[src/rtl/alu_mc.sv]
// Multi-cycle EX-stage ALU: single-cycle logic/arith/shift ops plus
// iterative unsigned multiply (shift-add) and restoring divide.
module alu_mc #(
  parameter int WIDTH = 16
) (
  input  logic             clk,
  input  logic             rst,
  input  logic             in_valid,
  output logic             in_ready,
  input  logic [WIDTH-1:0] A,
  input  logic [WIDTH-1:0] B,
  input  logic [3:0]       Op,
  input  logic             sign,
  output logic             out_valid,
  input  logic             out_ready,
  output logic [WIDTH-1:0] Out,
  output logic [WIDTH-1:0] Out_hi,
  output logic             OFL,
  output logic             Zero,
  output logic             DZ,
  output logic             Illegal
);

  localparam int SHW = $clog2(WIDTH);

  typedef enum logic [1:0] {IDLE, ITER, DONE} state_e;

  state_e           state_q, state_d;
  logic [SHW-1:0]   cnt_q;
  logic             is_div_q;
  logic [WIDTH-1:0] opnd_q;
  logic [WIDTH-1:0] hi_q, lo_q;
  logic [WIDTH-1:0] out_q, out_hi_q;
  logic             ofl_q, zero_q, dz_q, ill_q;

  logic             accept, is_it, last;
  logic [SHW-1:0]   sh;
  logic [WIDTH:0]   add_w, sub_w;
  logic [WIDTH-1:0] sc_out;
  logic             sc_ofl, sc_ill;
  logic [WIDTH:0]   mul_sum, div_t;
  logic [WIDTH-1:0] div_s, hi_n, lo_n;

  assign accept = in_valid && (state_q == IDLE);
  assign is_it  = (Op == 4'd10) || (Op == 4'd11);
  assign last   = (cnt_q == '0);

  always_comb begin
    sh     = B[SHW-1:0];
    add_w  = {1'b0, A} + {1'b0, B};
    sub_w  = {1'b0, B} + {1'b0, ~A} + (WIDTH+1)'(1);
    sc_out = '0;
    sc_ofl = 1'b0;
    sc_ill = 1'b0;
    case (Op)
      4'd0: begin
        sc_out = add_w[WIDTH-1:0];
        sc_ofl = sign ? (A[WIDTH-1] == B[WIDTH-1]) &&
                        (add_w[WIDTH-1] != A[WIDTH-1])
                      : add_w[WIDTH];
      end
      4'd1: begin
        sc_out = sub_w[WIDTH-1:0];
        sc_ofl = sign ? (A[WIDTH-1] != B[WIDTH-1]) &&
                        (sub_w[WIDTH-1] != B[WIDTH-1])
                      : sub_w[WIDTH];
      end
      4'd2: sc_out = A & B;
      4'd3: sc_out = A | B;
      4'd4: sc_out = A ^ B;
      4'd5: sc_out = A << sh;
      4'd6: sc_out = A >> sh;
      4'd7: sc_out = $unsigned($signed(A) >>> sh);
      4'd8: sc_out = (A << sh) | (A >> (WIDTH - int'(sh)));
      4'd9: sc_out = (A >> sh) | (A << (WIDTH - int'(sh)));
      4'd10, 4'd11: sc_out = '0;
      default: sc_ill = 1'b1;
    endcase
  end

  // hi/lo hold partial product + multiplier, or remainder + dividend/quotient
  always_comb begin
    mul_sum = {1'b0, hi_q} + (lo_q[0] ? {1'b0, opnd_q} : '0);
    div_t   = {hi_q, lo_q[WIDTH-1]};
    div_s   = div_t[WIDTH-1:0] - opnd_q;
    if (is_div_q) begin
      if (div_t >= {1'b0, opnd_q}) begin
        hi_n = div_s;
        lo_n = {lo_q[WIDTH-2:0], 1'b1};
      end else begin
        hi_n = div_t[WIDTH-1:0];
        lo_n = {lo_q[WIDTH-2:0], 1'b0};
      end
    end else begin
      hi_n = mul_sum[WIDTH:1];
      lo_n = {mul_sum[0], lo_q[WIDTH-1:1]};
    end
  end

  always_ff @(posedge clk or posedge rst) begin
    if (rst) state_q <= IDLE;
    else     state_q <= state_d;
  end

  always_comb begin
    state_d = state_q;
    unique case (state_q)
      IDLE: if (accept) state_d = is_it ? ITER : DONE;
      ITER: if (last) state_d = DONE;
      DONE: if (out_ready) state_d = IDLE;
      default: state_d = IDLE;
    endcase
  end

  always_comb begin
    in_ready  = (state_q == IDLE);
    out_valid = (state_q == DONE);
  end

  always_ff @(posedge clk or posedge rst) begin
    if (rst) begin
      cnt_q    <= '0;
      is_div_q <= 1'b0;
      opnd_q   <= '0;
      hi_q     <= '0;
      lo_q     <= '0;
      out_q    <= '0;
      out_hi_q <= '0;
      ofl_q    <= 1'b0;
      zero_q   <= 1'b0;
      dz_q     <= 1'b0;
      ill_q    <= 1'b0;
    end else if (accept) begin
      dz_q <= 1'b0;
      if (is_it) begin
        is_div_q <= Op[0];
        opnd_q   <= Op[0] ? B : A;
        lo_q     <= Op[0] ? A : B;
        hi_q     <= '0;
        cnt_q    <= SHW'(WIDTH-1);
        ill_q    <= 1'b0;
      end else begin
        out_q    <= sc_out;
        out_hi_q <= '0;
        ofl_q    <= sc_ofl;
        zero_q   <= (sc_out == '0);
        ill_q    <= sc_ill;
      end
    end else if (state_q == ITER) begin
      hi_q  <= hi_n;
      lo_q  <= lo_n;
      cnt_q <= cnt_q - SHW'(1);
      if (last) begin
        out_q    <= lo_n;
        out_hi_q <= hi_n;
        ofl_q    <= !is_div_q && (hi_n != '0);
        zero_q   <= (lo_n == '0);
        dz_q     <= is_div_q && (opnd_q == '0);
      end
    end
  end

  assign Out     = out_q;
  assign Out_hi  = out_hi_q;
  assign OFL     = ofl_q;
  assign Zero    = zero_q;
  assign DZ      = dz_q;
  assign Illegal = ill_q;

endmodule
[config.mk]
export PLATFORM = sky130hd
export DESIGN_NAME = alu_mc
export DESIGN_NICKNAME = d
export VERILOG_FILES = /design/src/rtl/alu_mc.sv
export SDC_FILE = /design/constraint.sdc
export NUM_CORES = 1
export LEC_CHECK = 0
export ABC_AREA = 1
export BUFFER_PORTS_ARGS = -buffer_cell sky130_fd_sc_hd__buf_2
export CAP_MARGIN = 20
export CORE_ASPECT_RATIO = 1.75
export CORE_MARGIN = 3
export CORE_UTILIZATION = 25
export DETAILED_ROUTE_END_ITERATION = 6
export GPL_TIMING_DRIVEN = 0
export SLEW_MARGIN = 25
export SYNTH_ARGS = -nofsm -noshare
export SYNTH_HDL_FRONTEND = slang
export SYNTH_SLANG_ARGS = --single-unit
export TNS_END_PERCENT = 50
[constraint.sdc]
create_clock -name clk -period 3.8 [get_ports clk]
set_input_delay 0.76 -clock clk [delete_from_list [all_inputs] [get_ports clk]]
set_output_delay 0.76 -clock clk [all_outputs]
set_load 0.01 [all_outputs]
==> metrics.yaml <==
result_of_the_run: "complete, but fails checks"
violated_checks: "design-rule violations"
cts.htree.levels: 3
vias_per_cell: 5.19
drv_slew: 0
via_count: 15200
worstPathArrival_ns: 3.94
f_max_mhz: 274
start_util: 0.254
remaining_drc_errors: 23
fin_worst_skew_ns: 0.0152
avgRoutedWirePerCell_um: 21.8
grt_pass1_vias: 14800
area_delta_synth_final_pct: 12.7
leading_post_synthesis_cells_by_cell_area: "sky130_fd_sc_hd__nand2_1 (22%), sky130_fd_sc_hd__dfrtp_1 (18%), sky130_fd_sc_hd__nand3_1 (9.2%), sky130_fd_sc_hd__ha_1 (9.1%), sky130_fd_sc_hd__inv_1 (7.3%)"
tns_ns: 0
route.final.wire_length_um: 63700
hold_viol_final: 0
asyncSetResetFlopFracSynth: 1.00
final-setup-viol-count: 0
layout.nets: 2399
cts_tree: "done"
antenna_violating_nets_post_route: 0
share_clk_of_total_power: 0.103
synth.top_cells.by_count: "sky130_fd_sc_hd__nand2_1 (744), sky130_fd_sc_hd__inv_1 (242), sky130_fd_sc_hd__nand3_1 (228)"
track_usage: 0.236
cts_root_buf: "sky130_fd_sc_hd__clkbuf_16"
proportion_of_total_power_due_to_net_switching: 0.570
synth_top_cell_by_area: "sky130_fd_sc_hd__nand2_1"
die-width_um: 175
drt_pre_antenna_iters: 7
buffer_ports.inserted: 78
core_mm2: 0.0489
syn_avg_cell_area_um2: 5.72
worst-r2r-cell-count: 24
worst_slew_pin_slew_ns: 1.04
timing.critical_path.to_type: "flip-flop"
share_seq_of_total_power: 0.212
mappedNetlistArea_mm2: 0.0124
dominant_cell_by_count_in_the_synthesized_netlist: "sky130_fd_sc_hd__nand2_1"
setup.worst_path.class: "primary input to flip-flop"
drtIter0Drc: 1330
fraction_of_power_consumed_by_combinational_cells: 0.685
rsz_0062_raised_after_global_routing: "no"
dieHeight_um: 301
post-synth-top-area-fraction: 0.225
critical_path.reg2reg.startpoint: "lo_q[0]"
cts_max_path_bufs: 2
grt_antenna_before_repair: 2
timing.max_slew.rel_slack: 0.297
static_power_due_to_leakage_uw: 0.00734
detailed_place_hpwl_um: 52500
power.ir.vdd_worst_mv: 0.303
sequential_share_of_the_synthesized_area: 0.183
syn_inst: 2173
ys_dominant_reg_cell: "sky130_fd_sc_hd__dfrtp_1"
globalRouteOverflowTotal: 0
ratio_of_cells_with_drive_above_1_in_the_final_layout: 0.0886
intPower_uw: 3750
floorplan.io_pins: 79
netSwitchingPower_uw: 4970
timing.critical_path.required_ns: 4.09
drv_cap: 0
grt_max_degree: 75
die-area_mm2: 0.0525
worst_setup_path_start: "B[1]"
min_path_type: "primary input to asynchronous set/reset pin"
critPathLaunchType: "primary input"
numClockSinks: 91
finalCriticalPeriod_ns: 3.65
synth_enable_flop_cells: 0
finalCritPeriodShare: 0.960
power_density_mw_per_mm2: 623
synth.yosys.warnings: 0
total_power_uw: 8720
netlist-cell-type-count: 56
reg2reg_to: "OFL"
cts.clk_slew.worst_paths_ns: 0.08
postSynthRegisterBits: 91
antenna_cells_inserted: 0
synth_fp_nets: 2308
clock_insertion_delay_worst_skew_ns: 0.36
cts_inserted_buffers: 9
gp_congestion: 1.03
cts_hold_repair.buffers: 0
std_cell_rows: 107
regToRegSetupSlack_ns: 0.33
grt_pass1_wl_um: 92000
timing.critical_path.fanout_max: 13
-- layout by cell type (no fill, tap or decap), drive strengths merged --
master and instances:
dfrtp 91, a22oi 2, inv 255, xnor2 4, nor4 8, nand2 759, or2 4, o21a 5
o21ai 154, o22ai 15, nand4 30, o211ai 36, a22o 1, a21boi 1, buf 135, a21o 3
o31ai 4, and2 8, clkinvlp 1, a21oi 96, xor2 2, nor3 23, ha 90, fa 4
clkbuf 52, o21bai 6, nor2 192, a31oi 36, o41ai 1, nand3b 12, a211oi 1, nand3 232
clkinv 5, o2111ai 1
-- sequential cells by signal, summed over array words and instances (netlist names) --
register / cells
cnt_q: 4
DZ: 1
is_div_q: 1
opnd_q: 16
state_q: 2
hi_q: 16
Out: 16
Zero: 1
OFL: 1
Illegal: 1
lo_q: 16
Out_hi: 16
-- worst max-delay path by stage --
stage / to / slack [ns] / depth (start not counted)
after floorplan: DZ / 0.68 / 1
after global placement: Zero / -0.73 / 21
after detailed placement: Zero / -0.74 / 21
after CTS: Zero / 0.02 / 21
after global routing: Zero / 0.003 / 21
final: Zero / 0.15 / 21
-- worst max-delay path: stages --
cell                       delay, ns
sky130_fd_sc_hd__buf_2          0.13
sky130_fd_sc_hd__buf_4          0.18
sky130_fd_sc_hd__inv_2          0.19
sky130_fd_sc_hd__buf_6          0.25
sky130_fd_sc_hd__ha_1           0.29
sky130_fd_sc_hd__clkbuf_2       0.16
sky130_fd_sc_hd__inv_1          0.18
sky130_fd_sc_hd__buf_2          0.24
sky130_fd_sc_hd__nand2_1        0.08
sky130_fd_sc_hd__nand2_1        0.10
sky130_fd_sc_hd__o21ai_0        0.13
sky130_fd_sc_hd__nand2_1        0.10
sky130_fd_sc_hd__nand2_1        0.06
sky130_fd_sc_hd__nor2_2         0.25
sky130_fd_sc_hd__nand4_1        0.12
sky130_fd_sc_hd__buf_4          0.18
sky130_fd_sc_hd__nor2_1         0.10
sky130_fd_sc_hd__nand2_1        0.07
sky130_fd_sc_hd__nor2_1         0.11
sky130_fd_sc_hd__nand3_1        0.11
sky130_fd_sc_hd__a21oi_1        0.14
-- routing by layer --
metal  vias up  wire, um  track usage
met1      6938     21000        0.228
met3       277      3470       0.0286
met4         0      7430        0.216
met5         -         0            0
li1       7289         -            -
met2       675     31700        0.433
-- power by group through the flow --
stage	Sequential, uW	Combinational, uW	Clock (uW)
6_report	1850	5970	900
5_1_grt	1880	6590	936
4_1_cts	1830	5900	899
3_5_place_dp	1840	5870	0
3_3_place_gp	1840	5860	0
2_1_floorplan	1730	3930	0
-- cell type report --
cell class	count	area, um^2
Fill cell	5676	34900
Clock buffer	10	239
Multi-Input combinational cell	1730	8720
Clock inverter	6	45.0
Sequential cell	91	2280
Buffer	94	492
Timing Repair Buffer	83	448
Inverter	255	968
Tap cell	654	818
-- repair_timing --
action,CTS,global route
endpoints found under the setup margin,4,4
gates resized for setup,2,10
cloned,0,0
endpoints found under the hold margin,0,0
buffers inserted,1,3
pin swaps,1,1
-- metrics by stage --
step | cells | util | hold WS [ns] | setup WS, ns | cell area, um^2
finish | 2923 | 0.287 | 0.327 | 0.151 | 14000
global placement | 2905 | 0.279 | 0.464 | -0.734 | 13600
global route | 2923 | 0.287 | 0.330 | 0.00297 | 14000
CTS | 2921 | 0.286 | 0.329 | 0.0244 | 14000
detailed placement | 2906 | 0.280 | 0.468 | -0.743 | 13700
floorplan | 2173 | - | 0.451 | 0.676 | 12400
-- cells by family after synthesis --
logic type / share of synthesized area
buffers and inverters: 0.117
flip-flops: 0.183
AND/OR/NAND/NOR: 0.433
AO/OA/AOI/OAI: 0.165
adder cells (fa/ha/maj): 0.0970
XOR/XNOR: 0.00483
Note: power is estimated with default switching activity, not from simulation.
